**src/rtl/apb_requester.sv**
```systemverilog
// APB requester: turns single commands into one APB transfer each and returns
// a response, with an ACCESS-phase timeout and a saturating error counter.
module apb_requester #(
   parameter int unsigned TIMEOUT = 16
) (
   input  logic       pclk,
   input  logic       prst,
   input  logic       cmd_valid,
   output logic       cmd_ready,
   input  logic       cmd_write,
   input  logic [7:0] cmd_addr,
   input  logic [7:0] cmd_wdata,
   output logic       rsp_valid,
   input  logic       rsp_ready,
   output logic [7:0] rsp_rdata,
   output logic       rsp_err,
   output logic       rsp_timeout,
   output logic       psel,
   output logic       penable,
   output logic       pwrite,
   output logic [7:0] paddr,
   output logic [7:0] pwdata,
   input  logic [7:0] prdata,
   input  logic       pready,
   input  logic       pslverr,
   output logic [7:0] err_cnt
);

   // Sparse encoding so that codes such as 3'b011 are illegal and recover to idle.
   typedef enum logic [2:0] {
      StIdle   = 3'b000,
      StSetup  = 3'b001,
      StAccess = 3'b010,
      StResp   = 3'b100
   } state_e;

   localparam logic [7:0] TimeoutLast = 8'(TIMEOUT - 1);

   state_e     state_q;
   logic [7:0] acc_cnt_q;

   function automatic logic [7:0] sat_inc(input logic [7:0] v);
      return (v == 8'hff) ? v : v + 8'd1;
   endfunction

   always_ff @(posedge pclk or negedge prst) begin
      if (!prst) begin
         state_q     <= StIdle;
         acc_cnt_q   <= 8'h00;
         pwrite      <= 1'b0;
         paddr       <= 8'h00;
         pwdata      <= 8'h00;
         rsp_rdata   <= 8'h00;
         rsp_err     <= 1'b0;
         rsp_timeout <= 1'b0;
         err_cnt     <= 8'h00;
      end else begin
         case (state_q)
            StIdle: begin
               if (cmd_valid) begin
                  pwrite  <= cmd_write;
                  paddr   <= cmd_addr;
                  pwdata  <= cmd_wdata;
                  state_q <= StSetup;
               end
            end
            StSetup: begin
               acc_cnt_q <= 8'h00;
               state_q   <= StAccess;
            end
            StAccess: begin
               // A completing slave takes priority over an expiring timeout.
               if (pready) begin
                  rsp_rdata   <= (!pwrite && !pslverr) ? prdata : 8'h00;
                  rsp_err     <= pslverr;
                  rsp_timeout <= 1'b0;
                  if (pslverr) begin
                     err_cnt <= sat_inc(err_cnt);
                  end
                  state_q <= StResp;
               end else if (acc_cnt_q == TimeoutLast) begin
                  rsp_rdata   <= 8'h00;
                  rsp_err     <= 1'b1;
                  rsp_timeout <= 1'b1;
                  err_cnt     <= sat_inc(err_cnt);
                  state_q     <= StResp;
               end else begin
                  acc_cnt_q <= acc_cnt_q + 8'd1;
               end
            end
            StResp: begin
               if (rsp_ready) begin
                  state_q <= StIdle;
               end
            end
            default: begin
               state_q     <= StIdle;
               acc_cnt_q   <= 8'h00;
               pwrite      <= 1'b0;
               paddr       <= 8'h00;
               pwdata      <= 8'h00;
               rsp_rdata   <= 8'h00;
               rsp_err     <= 1'b0;
               rsp_timeout <= 1'b0;
               err_cnt     <= 8'h00;
            end
         endcase
      end
   end

   assign cmd_ready = (state_q == StIdle);
   assign psel      = (state_q == StSetup) || (state_q == StAccess);
   assign penable   = (state_q == StAccess);
   assign rsp_valid = (state_q == StResp);

endmodule
```
**config.mk**
```make
export PLATFORM = sky130hd
export DESIGN_NAME = apb_requester
export DESIGN_NICKNAME = d
export VERILOG_FILES = /design/src/rtl/apb_requester.sv
export SDC_FILE = /design/constraint.sdc
export NUM_CORES = 1
export LEC_CHECK = 0
export CAP_MARGIN = 20
export CORE_MARGIN = 1.5
export CORE_UTILIZATION = 46
export CTS_BUF_LIST = sky130_fd_sc_hd__clkbuf_16
export CTS_CLUSTER_DIAMETER = 120
export DETAILED_ROUTE_END_ITERATION = 7
export GPL_TIMING_DRIVEN = 0
export PLACE_DENSITY = 0.78
export SYNTH_ARGS = -nofsm -noshare
export SYNTH_HDL_FRONTEND = slang
export SYNTH_SLANG_ARGS = --single-unit
```
**constraint.sdc**
```tcl
create_clock -name pclk -period 2.4 [get_ports pclk]
set_clock_uncertainty 0.15 [all_clocks]
set_input_delay 0.36 -clock pclk [delete_from_list [all_inputs] [get_ports pclk]]
set_output_delay 0.36 -clock pclk [all_outputs]
set_load 0.05 [all_outputs]
```
==> summary.md, run 1 <==
| Metric | Value |
|---|---|
| Leakage | ~1.4 nW |
| Area occupied by multi-input gates | 1020 um2 |
| Nets | 348 |
| # setup viols final | 0 |
| Seq cells post-synth | 46 |
| R2R Path Start | state_q[2] |
| Row Count | 25 |
| Most frequent cells in the layout | clkdlybuf4s50_1 (63), nand2_1 (46), dfrtp_1 (46) |
| Final GP Congestion | between 0.7 and 0.8 |
| Max-cap violations | 0 |
| Antenna cells | 0 |
| CTS HTree Levels | 2 |
| Drt initial violations | around 160 |
| Crit Path Category | flop to output pin |
| Post-synth top flop | dfrtp_1 |
| FMAX | roughly 440 MHz |
| Residual overflow from global routing | 0 |
| Routed vias/inst | ~5.4 |
| Final min period | 2280 ps |
| Syn nets | between 200 and 300 |
| Final Hold Fails | 0 |
| Total global-route track usage | 0.219 |
| Final design utilization | 0.683 |
| Die X | between 70 and 80 um |
| CTS tree | built |
| Hold crit path type | flop to flop |
| Initial antenna violation count | 0 |
| Ys Warns | 0 |
| Register-to-Register Path Depth | 7 |
| Detailed Route WL | approximately 5.4 mm |
| Pwr/cell area | around 1300 nW/um2 |
| Reg area | 1150 um2 |
| Via Count | slightly above 2000 |
| Clock-pin slew on the worst setup and hold paths | 60 ps |
| DRC errors left | 0 |
| Initial Util | 0.477 |
| Placed cell count | between 300 and 400 |
| Status | complete, no violations |
| Number of synthesized flops with an enable pin | 0 |
| Fin cells | 383 |
| Core Area | about 4700 um2 |
| Period utilization | 0.952 |
| Post-Syn Area | about 2300 um2 |
| WHS Path Cells | 2 |
| Largest net degree at the start of global routing | 27 |
| Syn Inst Count | between 200 and 250 |
| FFs w/ async S/R, synth | 1.00 |
| Slew Limit Headroom | 0.649 |
| Hold Path Sink | paddr[7] |
| Syn avg cell area | about 9.5 um2 |
| Hold_sp | paddr[7] |
| First drt pass iteration count | 4 |
| CP arrival | ~1800 ps |
| CP Capture Type | output pin |
| Library cells used by synthesis | 43 |
| Max Slew Vio Count | 0 |
| FF-to-FF End | pwdata[1] |
| WL/cell | between 10 and 15 um |
| VDD IR max | 0.904 mV |
| Most common cell after layout, fill and taps aside | clkdlybuf4s50_1 |
| Worst-path fanout max | 10 |
| DP HPWL | approximately 3.7 mm |
| Clk sinks | 46 |
| Area growth syn-to-layout | 43.3% |
| Fin Setup TNS | 0 ps |
| Unrepaired setup endpoints after global routing | false |
| Clk Latency, worst-skew pair | roughly 280 ps |
| Routed Antenna Nets | 0 |
| Req. time, crit path | 1890 ps |
| Layout cells sized above 1 | 0.108 |
| Die Ht | roughly 73 um |
| Number of I/O port buffers | between 60 and 70 |
| Die ar. | between 5000 and 6000 um2 |
| Worst setup SP type | flop |
| CTS Buf Count | 5 |
| R2R Setup Slk | 330 ps |
| Worst-Margin Slew | 524 ps |
| Num ports | 70 |
| # fillers | 378 |
| Vias in the first global route | around 2000 |
| Clk buf depth | 2 |
| First-pass GRT wire length | around 9.1 mm |
| Proportion of synthesized chip area in sequential cells | 0.511 |
| Clk root buf | clkbuf_16 |
==> area by class of cell <==
cell class / instances / share of cell area
buffer: 13 / 0.0240
clock buffer: 5 / 0.0388
clock inverter: 3 / 0.0128
inverter: 4 / 0.00465
multi-input combinational: 174 / 0.316
sequential: 46 / 0.357
tap: 67 / 0.0260
timing repair buffer: 71 / 0.221
==> cell families after synthesis <==
family,after synthesis,synth area share
and+or+nand+nor,96,0.222
AOI/OAI and AO/OA,74,0.208
DFF,46,0.511
buffers and inverters,17,0.0383
adders and majority gates,3,0.0156
muxes,1,0.00444
==> power breakdown <==
group          internal, W  total, W  leakage (nW)  switching (W)
Combinational     0.000751   0.00221         0.709        0.00146
Clock             0.000487  0.000777        0.0812       0.000290
Sequential         0.00101   0.00118         0.615       0.000168
Total              0.00225   0.00417          1.40        0.00192
==> repair_timing <==
item                       4_1_cts  5_1_grt
gates cloned                     0        0
hold buffers                     1        0
pin swaps                        1        0
gates resized for setup         17        5
hold endpoints to repair        20        0
setup endpoints to repair        4        3
setup buffers                    1        0
==> cell usage after synthesis, types with 2 or more instances <==
| cell | number | area, um2 |
|---|---|---|
| nor2b_1 | 2 | 12.5 |
| dfrtp_1 | 46 | 1150 |
| nor3b_1 | 2 | 15.0 |
| o21ai_1 | 10 | 50.1 |
| inv_1 | 4 | 15.0 |
| nand2_1 | 46 | 173 |
| a31oi_1 | 2 | 12.5 |
| and4_1 | 2 | 17.5 |
| nand3b_1 | 2 | 15.0 |
| nand2b_1 | 4 | 25.0 |
| clkbuf_1 | 5 | 18.8 |
| nand2b_2 | 2 | 17.5 |
| nor2_1 | 10 | 37.5 |
| ha_1 | 2 | 25.0 |
| buf_2 | 6 | 30.0 |
| a21oi_1 | 18 | 90.1 |
| and3_1 | 2 | 12.5 |
| nor3_1 | 4 | 20.0 |
| buf_6 | 2 | 22.5 |
| a21o_1 | 3 | 22.5 |
| nand3_1 | 10 | 50.1 |
| nand4_1 | 2 | 12.5 |
| o21ai_0 | 22 | 110 |
| a22o_1 | 9 | 78.8 |
| nor3_4 | 2 | 32.5 |
==> worst max-delay path by stage <==
stage,end,slack [ps],startpoint
CTS,penable,50,state_q[2]
finish,psel,120,state_q[1]
global route,psel,20,state_q[1]
floorplan,psel,290,state_q[1]
detailed placement,cmd_ready,-290,state_q[0]
global placement,rsp_rdata[5],-480,prst
==> metal layers <==
metal | part of all wire | up-vias | track usage
met5 | 0 | - | 0
met4 | 0.013 | 0 | 0.0692
met3 | 0.074 | 8 | 0.0663
met2 | 0.49 | 69 | 0.361
met1 | 0.42 | 978 | 0.276
li1 | - | 1001 | -
==> sequential cells by signal, summed over array words and instances, names as in the netlist <==
register     flops
err_cnt          8
state_q          3
paddr            8
acc_cnt_q        8
rsp_rdata        8
rsp_timeout      1
rsp_err          1
pwdata           8
pwrite           1
==> worst max-delay path, stage by stage (launching register included) <==
cell and delay (ps):
dfrtp_1 440, clkbuf_2 220, inv_1 190, nand2_1 100, a21oi_1 150, clkdlybuf4s18_2 380
==> per-stage QoR <==
stage                     cell area (um2)  total power (W)  worst slack, ps  hold WS [ps]
after floorplan                      2260          0.00266              288         -85.6
after global placement               3020          0.00334             -483           311
after detailed placement             3040          0.00338             -289           210
after CTS                            3220          0.00419             54.4           333
after global routing                 3230          0.00440             15.6           360
final                                3230          0.00417              116           332
(Power assumes the default switching activity.)
==> run 2, diff against run 1 <==
Settings changed: GPL_TIMING_DRIVEN 0 to not set, SKIP_LAST_GASP set to 1.
==> summary.md, run 2 (synthesized netlist as in run 1, its figures left out) <==
| Metric | Value |
|---|---|
| Status | finished with violations |
| Die X | about 73 um |
| Area growth syn-to-layout | 43.3% |
| Drt initial violations | around 170 |
| Hold crit path type | primary input to asynchronous set/reset pin |
| Die ar. | about 5300 um2 |
| Worst setup SP type | flop |
| Total global-route track usage | 0.223 |
| Via Count | 2038 |
| Residual overflow from global routing | 0 |
| Crit path buf inv count | 1 |
| CTS HTree Levels | 2 |
| Max Slew Vio Count | 0 |
| Row Count | 25 |
| Most frequent cells in the layout | clkdlybuf4s50_1 (64), nand2_1 (46), dfrtp_1 (46) |
| Nets | 343 |
| Initial antenna violation count | 0 |
| Leakage | 1.40 nW |
| Most common cell after layout, fill and taps aside | clkdlybuf4s50_1 |
| FF-to-FF End | err_cnt[7] |
| Post-CTS setup buffer count | 0 |
| First drt pass iteration count | 4 |
| Clk sinks | 46 |
| CTS resizes | 0 |
| Tot Pwr | about 0.0042 W |
| Routed vias/inst | between 5 and 6 |
| Hold WS | -8.54 ps |
| Core Area | ~4700 um2 |
| Clk buf depth | 2 |
| R2R Path Start | acc_cnt_q[0] |
| Req. time, crit path | ~1900 ps |
| Setup WS post-layout | 277 ps |
| Max-cap violations | 0 |
| Period utilization | 0.885 |
| Routed Antenna Nets | 0 |
| Antenna cells | 0 |
| # fillers | approximately 380 |
| FMAX | around 470 MHz |
| Number of I/O port buffers | 69 |
| Largest net degree at the start of global routing | 47 |
| Clock-pin slew on the worst setup and hold paths | around 70 ps |
| First-pass GRT wire length | 9.24 mm |
| Register-to-Register Path Depth | 6 |
| Reg area | around 1200 um2 |
| Num ports | 70 |
| Critical Path, Cell by Cell | clkdlybuf4s50_1 |
| DRC errors left | 0 |
| WL/cell | roughly 14 um |
| Crit path max-delay family | buffers and inverters |
| Worst-path fanout max | 7 |
| # setup viols final | 0 |
| Worst-Margin Slew | 606 ps |
| Unrepaired setup endpoints after global routing | false |
| CP arrival | approximately 1600 ps |
| VDD IR max | approximately 0.78 mV |
| Cts hold-fix bufs | 0 |
| Area occupied by multi-input gates | 1020 um2 |
| Crit Path Category | flop to output pin |
| Detailed Route WL | roughly 5.3 mm |
| Slowest cell on the critical path | clkdlybuf4s50_1 |
| Initial Util | 0.477 |
| Vias in the first global route | between 2000 and 2500 |
| CTS Buf Count | 5 |
| Clk Latency, worst-skew pair | 290 ps |
| CP Capture Type | output pin |
| Fin Setup TNS | 0 ps |
| Die Ht | about 73 um |
| Layout cells sized above 1 | 0.0997 |
| Slew Limit Headroom | 0.596 |
| Final min period | ~2100 ps |
| DP HPWL | about 3.7 mm |
| Slowest stage delay, CP | between 800 and 900 ps |
| R2R Setup Slk | about 330 ps |
| Final Hold Fails | 11 |
| Post-Place Worst Slack | 349 ps |
| Pwr/cell area | ~1300 nW/um2 |
| CTS tree | built |
| Clk root buf | clkbuf_16 |
| Failing checks | negative hold slack |
| Final GP Congestion | about 0.84 |
[run 2: area by class of cell]
class / instances / share of cell area
Timing Repair Buffer: 79 / 0.244
Inverter: 4 / 0.00465
Clock inverter: 3 / 0.0136
Clock buffer: 5 / 0.0388
Tap cell: 67 / 0.0260
Multi-Input combinational cell: 174 / 0.316
Sequential cell: 46 / 0.357
[run 2: how the worst max path moves through the flow]
stage                             to  depth (start not counted)  slack (ps)    startpoint
after detailed placement  err_cnt[7]                          5         350  acc_cnt_q[5]
after CTS                       psel                          5         270    state_q[1]
after global routing         penable                          4         190    state_q[2]
after global placement    err_cnt[7]                          5         370        pready
final                     err_cnt[7]                          1         280    err_cnt[7]
after floorplan                 psel                          3         290    state_q[1]
[run 2: metal layers]
metal,GRT usage,wire length (um),vias up
met5,0,0,-
met4,0.0839,48,0
met3,0.0801,429,5
met2,0.355,2530,70
met1,0.278,2330,974
li1,-,-,989
[run 2: power by group]
group          switching [W]  internal [W]  total (W)
Clock               0.000297      0.000493   0.000790
Combinational        0.00142      0.000786    0.00220
Sequential          0.000194       0.00101    0.00120
[run 2: stage by stage]
stage               instances  hold WS, ps   util  instance area (um2)
floorplan                 237        -85.6      -                 2260
global placement          370          311  0.647                 3060
detailed placement        370          325  0.647                 3060
CTS                       378         33.1  0.683                 3230
global route              378         63.0  0.683                 3230
finish                    378        -8.54  0.683                 3230
==> run 3, diff against run 2 <==
Settings changed: CORE_MARGIN 1.5 to 2.
==> summary.md, run 3 (synthesized netlist as in run 1, its figures left out) <==
| Metric | Value |
|---|---|
| Clock-pin slew on the worst setup and hold paths | around 60 ps |
| Placement Cell Area | approximately 3000 um2 |
| R2R Path Start | acc_cnt_q[0] |
| Setup WS post-layout | around 240 ps |
| CP Capture Type | output pin |
| Clk root buf | clkbuf_16 |
| Worst-path fanout max | 9 |
| Antenna cells | 0 |
| Pwr/cell area | 1290 nW/um2 |
| Slew Limit Headroom | 0.622 |
| Row Count | 25 |
| Residual overflow from global routing | 0 |
| DP HPWL | 3.70 mm |
| First-pass GRT wire length | about 9.0 mm |
| VDD IR max | around 0.90 mV |
| Crit Path Category | flop to output pin |
| Number of I/O port buffers | between 60 and 70 |
| Routed vias/inst | 5.29 |
| Vias in the first global route | between 1500 and 2000 |
| Die X | roughly 74 um |
| Die Ht | approximately 74 um |
| Req. time, crit path | between 1500 and 2000 ps |
| Clk sinks | between 40 and 50 |
| Layout cells sized above 1 | 0.0994 |
| Status | complete, no violations |
| Worst setup SP type | flop |
| Routed Antenna Nets | 0 |
| Core Area | between 4000 and 5000 um2 |
| Fin cells | between 300 and 400 |
| Design area | approximately 3200 um2 |
| Critical Path Source | state_q[1] |
| FMAX | approximately 460 MHz |
| Max-cap violations | 0 |
| CTS Buf Count | 5 |
| Die ar. | approximately 5500 um2 |
| Max Slew Vio Count | 0 |
| Unrepaired setup endpoints after global routing | false |
| Register-to-Register Path Depth | 6 |
| CTS tree | built |
| Most frequent cells in the layout | clkdlybuf4s50_1 (64), nand2_1 (46), dfrtp_1 (46) |
| Fin Setup TNS | 0 ps |
| Final Hold Fails | 0 |
| Post-Place Worst Slack | 352 ps |
| R2R Setup Slk | 310 ps |
| Final design utilization | 0.688 |
| CTS HTree Levels | 2 |
| Worst-Margin Slew | 567 ps |
| Via Count | 2004 |
| # setup viols final | 0 |
| Largest net degree at the start of global routing | 47 |
| Initial Util | 0.477 |
| WL/cell | around 14 um |
| Num ports | 70 |
| Clk Latency, worst-skew pair | about 280 ps |
| Final min period | ~2200 ps |
| FF-to-FF End | err_cnt[7] |
| Area growth syn-to-layout | 44.3% |
| Final GP Congestion | 0.866 |
| Drt initial violations | about 170 |
| Total global-route track usage | 0.212 |
| DRC errors left | 0 |
| Period utilization | 0.899 |
| Initial antenna violation count | 0 |
| Placed cell count | 370 |
| First drt pass iteration count | 4 |
| Clk buf depth | 2 |
| CP arrival | between 1500 and 2000 ps |
| Detailed Route WL | ~5.3 mm |
| Critical path capture point | psel |
| Most common cell after layout, fill and taps aside | clkdlybuf4s50_1 |
| Leakage | 1.41 nW |
| # fillers | between 300 and 400 |
| Nets | approximately 340 |
| Hold crit path type | flop to flop |
run 3: changes by cell type in the layout (fill, tap and decap cells not counted), sizes merged:
cell / delta
clkinvlp: +1
dlygate4sd3: +1
clkinv: -1
run 3: worst min-delay path by stage:
stage / from / end / slack, ps / cells past startpoint
2_1_floorplan: prst / acc_cnt_q[0] / -90 / 0
3_3_place_gp: prst / acc_cnt_q[0] / 210 / 2
3_5_place_dp: prst / acc_cnt_q[0] / 210 / 2
4_1_cts: paddr[4] / paddr[4] / 330 / 2
5_1_grt: paddr[0] / paddr[0] / 360 / 2
6_report: pwdata[0] / pwdata[0] / 330 / 2
run 3: per-stage QoR:
stage | power [W] | hold slack [ps]
final | 0.00418 | 328
after global routing | 0.00444 | 362
after CTS | 0.00422 | 334
after detailed placement | 0.00343 | 209
after global placement | 0.00339 | 210
after floorplan | 0.00266 | -85.6
run 3: timing repair:
action	4_1_cts	5_1_grt
buffers inserted	0	0
endpoints found under the hold margin	46	0
hold buffers	1	0
gates resized for setup	0	0
run 3: cell type report:
cell class,count,area [um2],share of cell area
clock inverter,3,41.3,0.0127
clock buffer,5,125,0.0385
sequential,46,1150,0.354
inverter,4,15.0,0.00462
tap,67,83.8,0.0258
multi-input combinational,174,1020,0.315
timing repair buffer,80,811,0.250
run 3: layer usage:
layer	global-route usage	wire length [um]	share of wire
met5	0	0	0
met4	0.0485	61	0.012
met3	0.0921	464	0.088
met2	0.335	2550	0.48
met1	0.273	2210	0.42
run 3: worst max-delay path, cell delays in order, from the launching register on:
cell and delay (ps):
dfrtp_1 480, buf_4 210, inv_1 150, nand2_1 100
a21oi_1 250, buf_12 170
run 3: where the power goes:
group / total, W / internal, W / switching [W] / leakage, nW
clock: 0.000766 / 0.000487 / 0.000279 / 0.0812
combinational: 0.00219 / 0.000791 / 0.00140 / 0.713
sequential: 0.00122 / 0.00101 / 0.000214 / 0.615
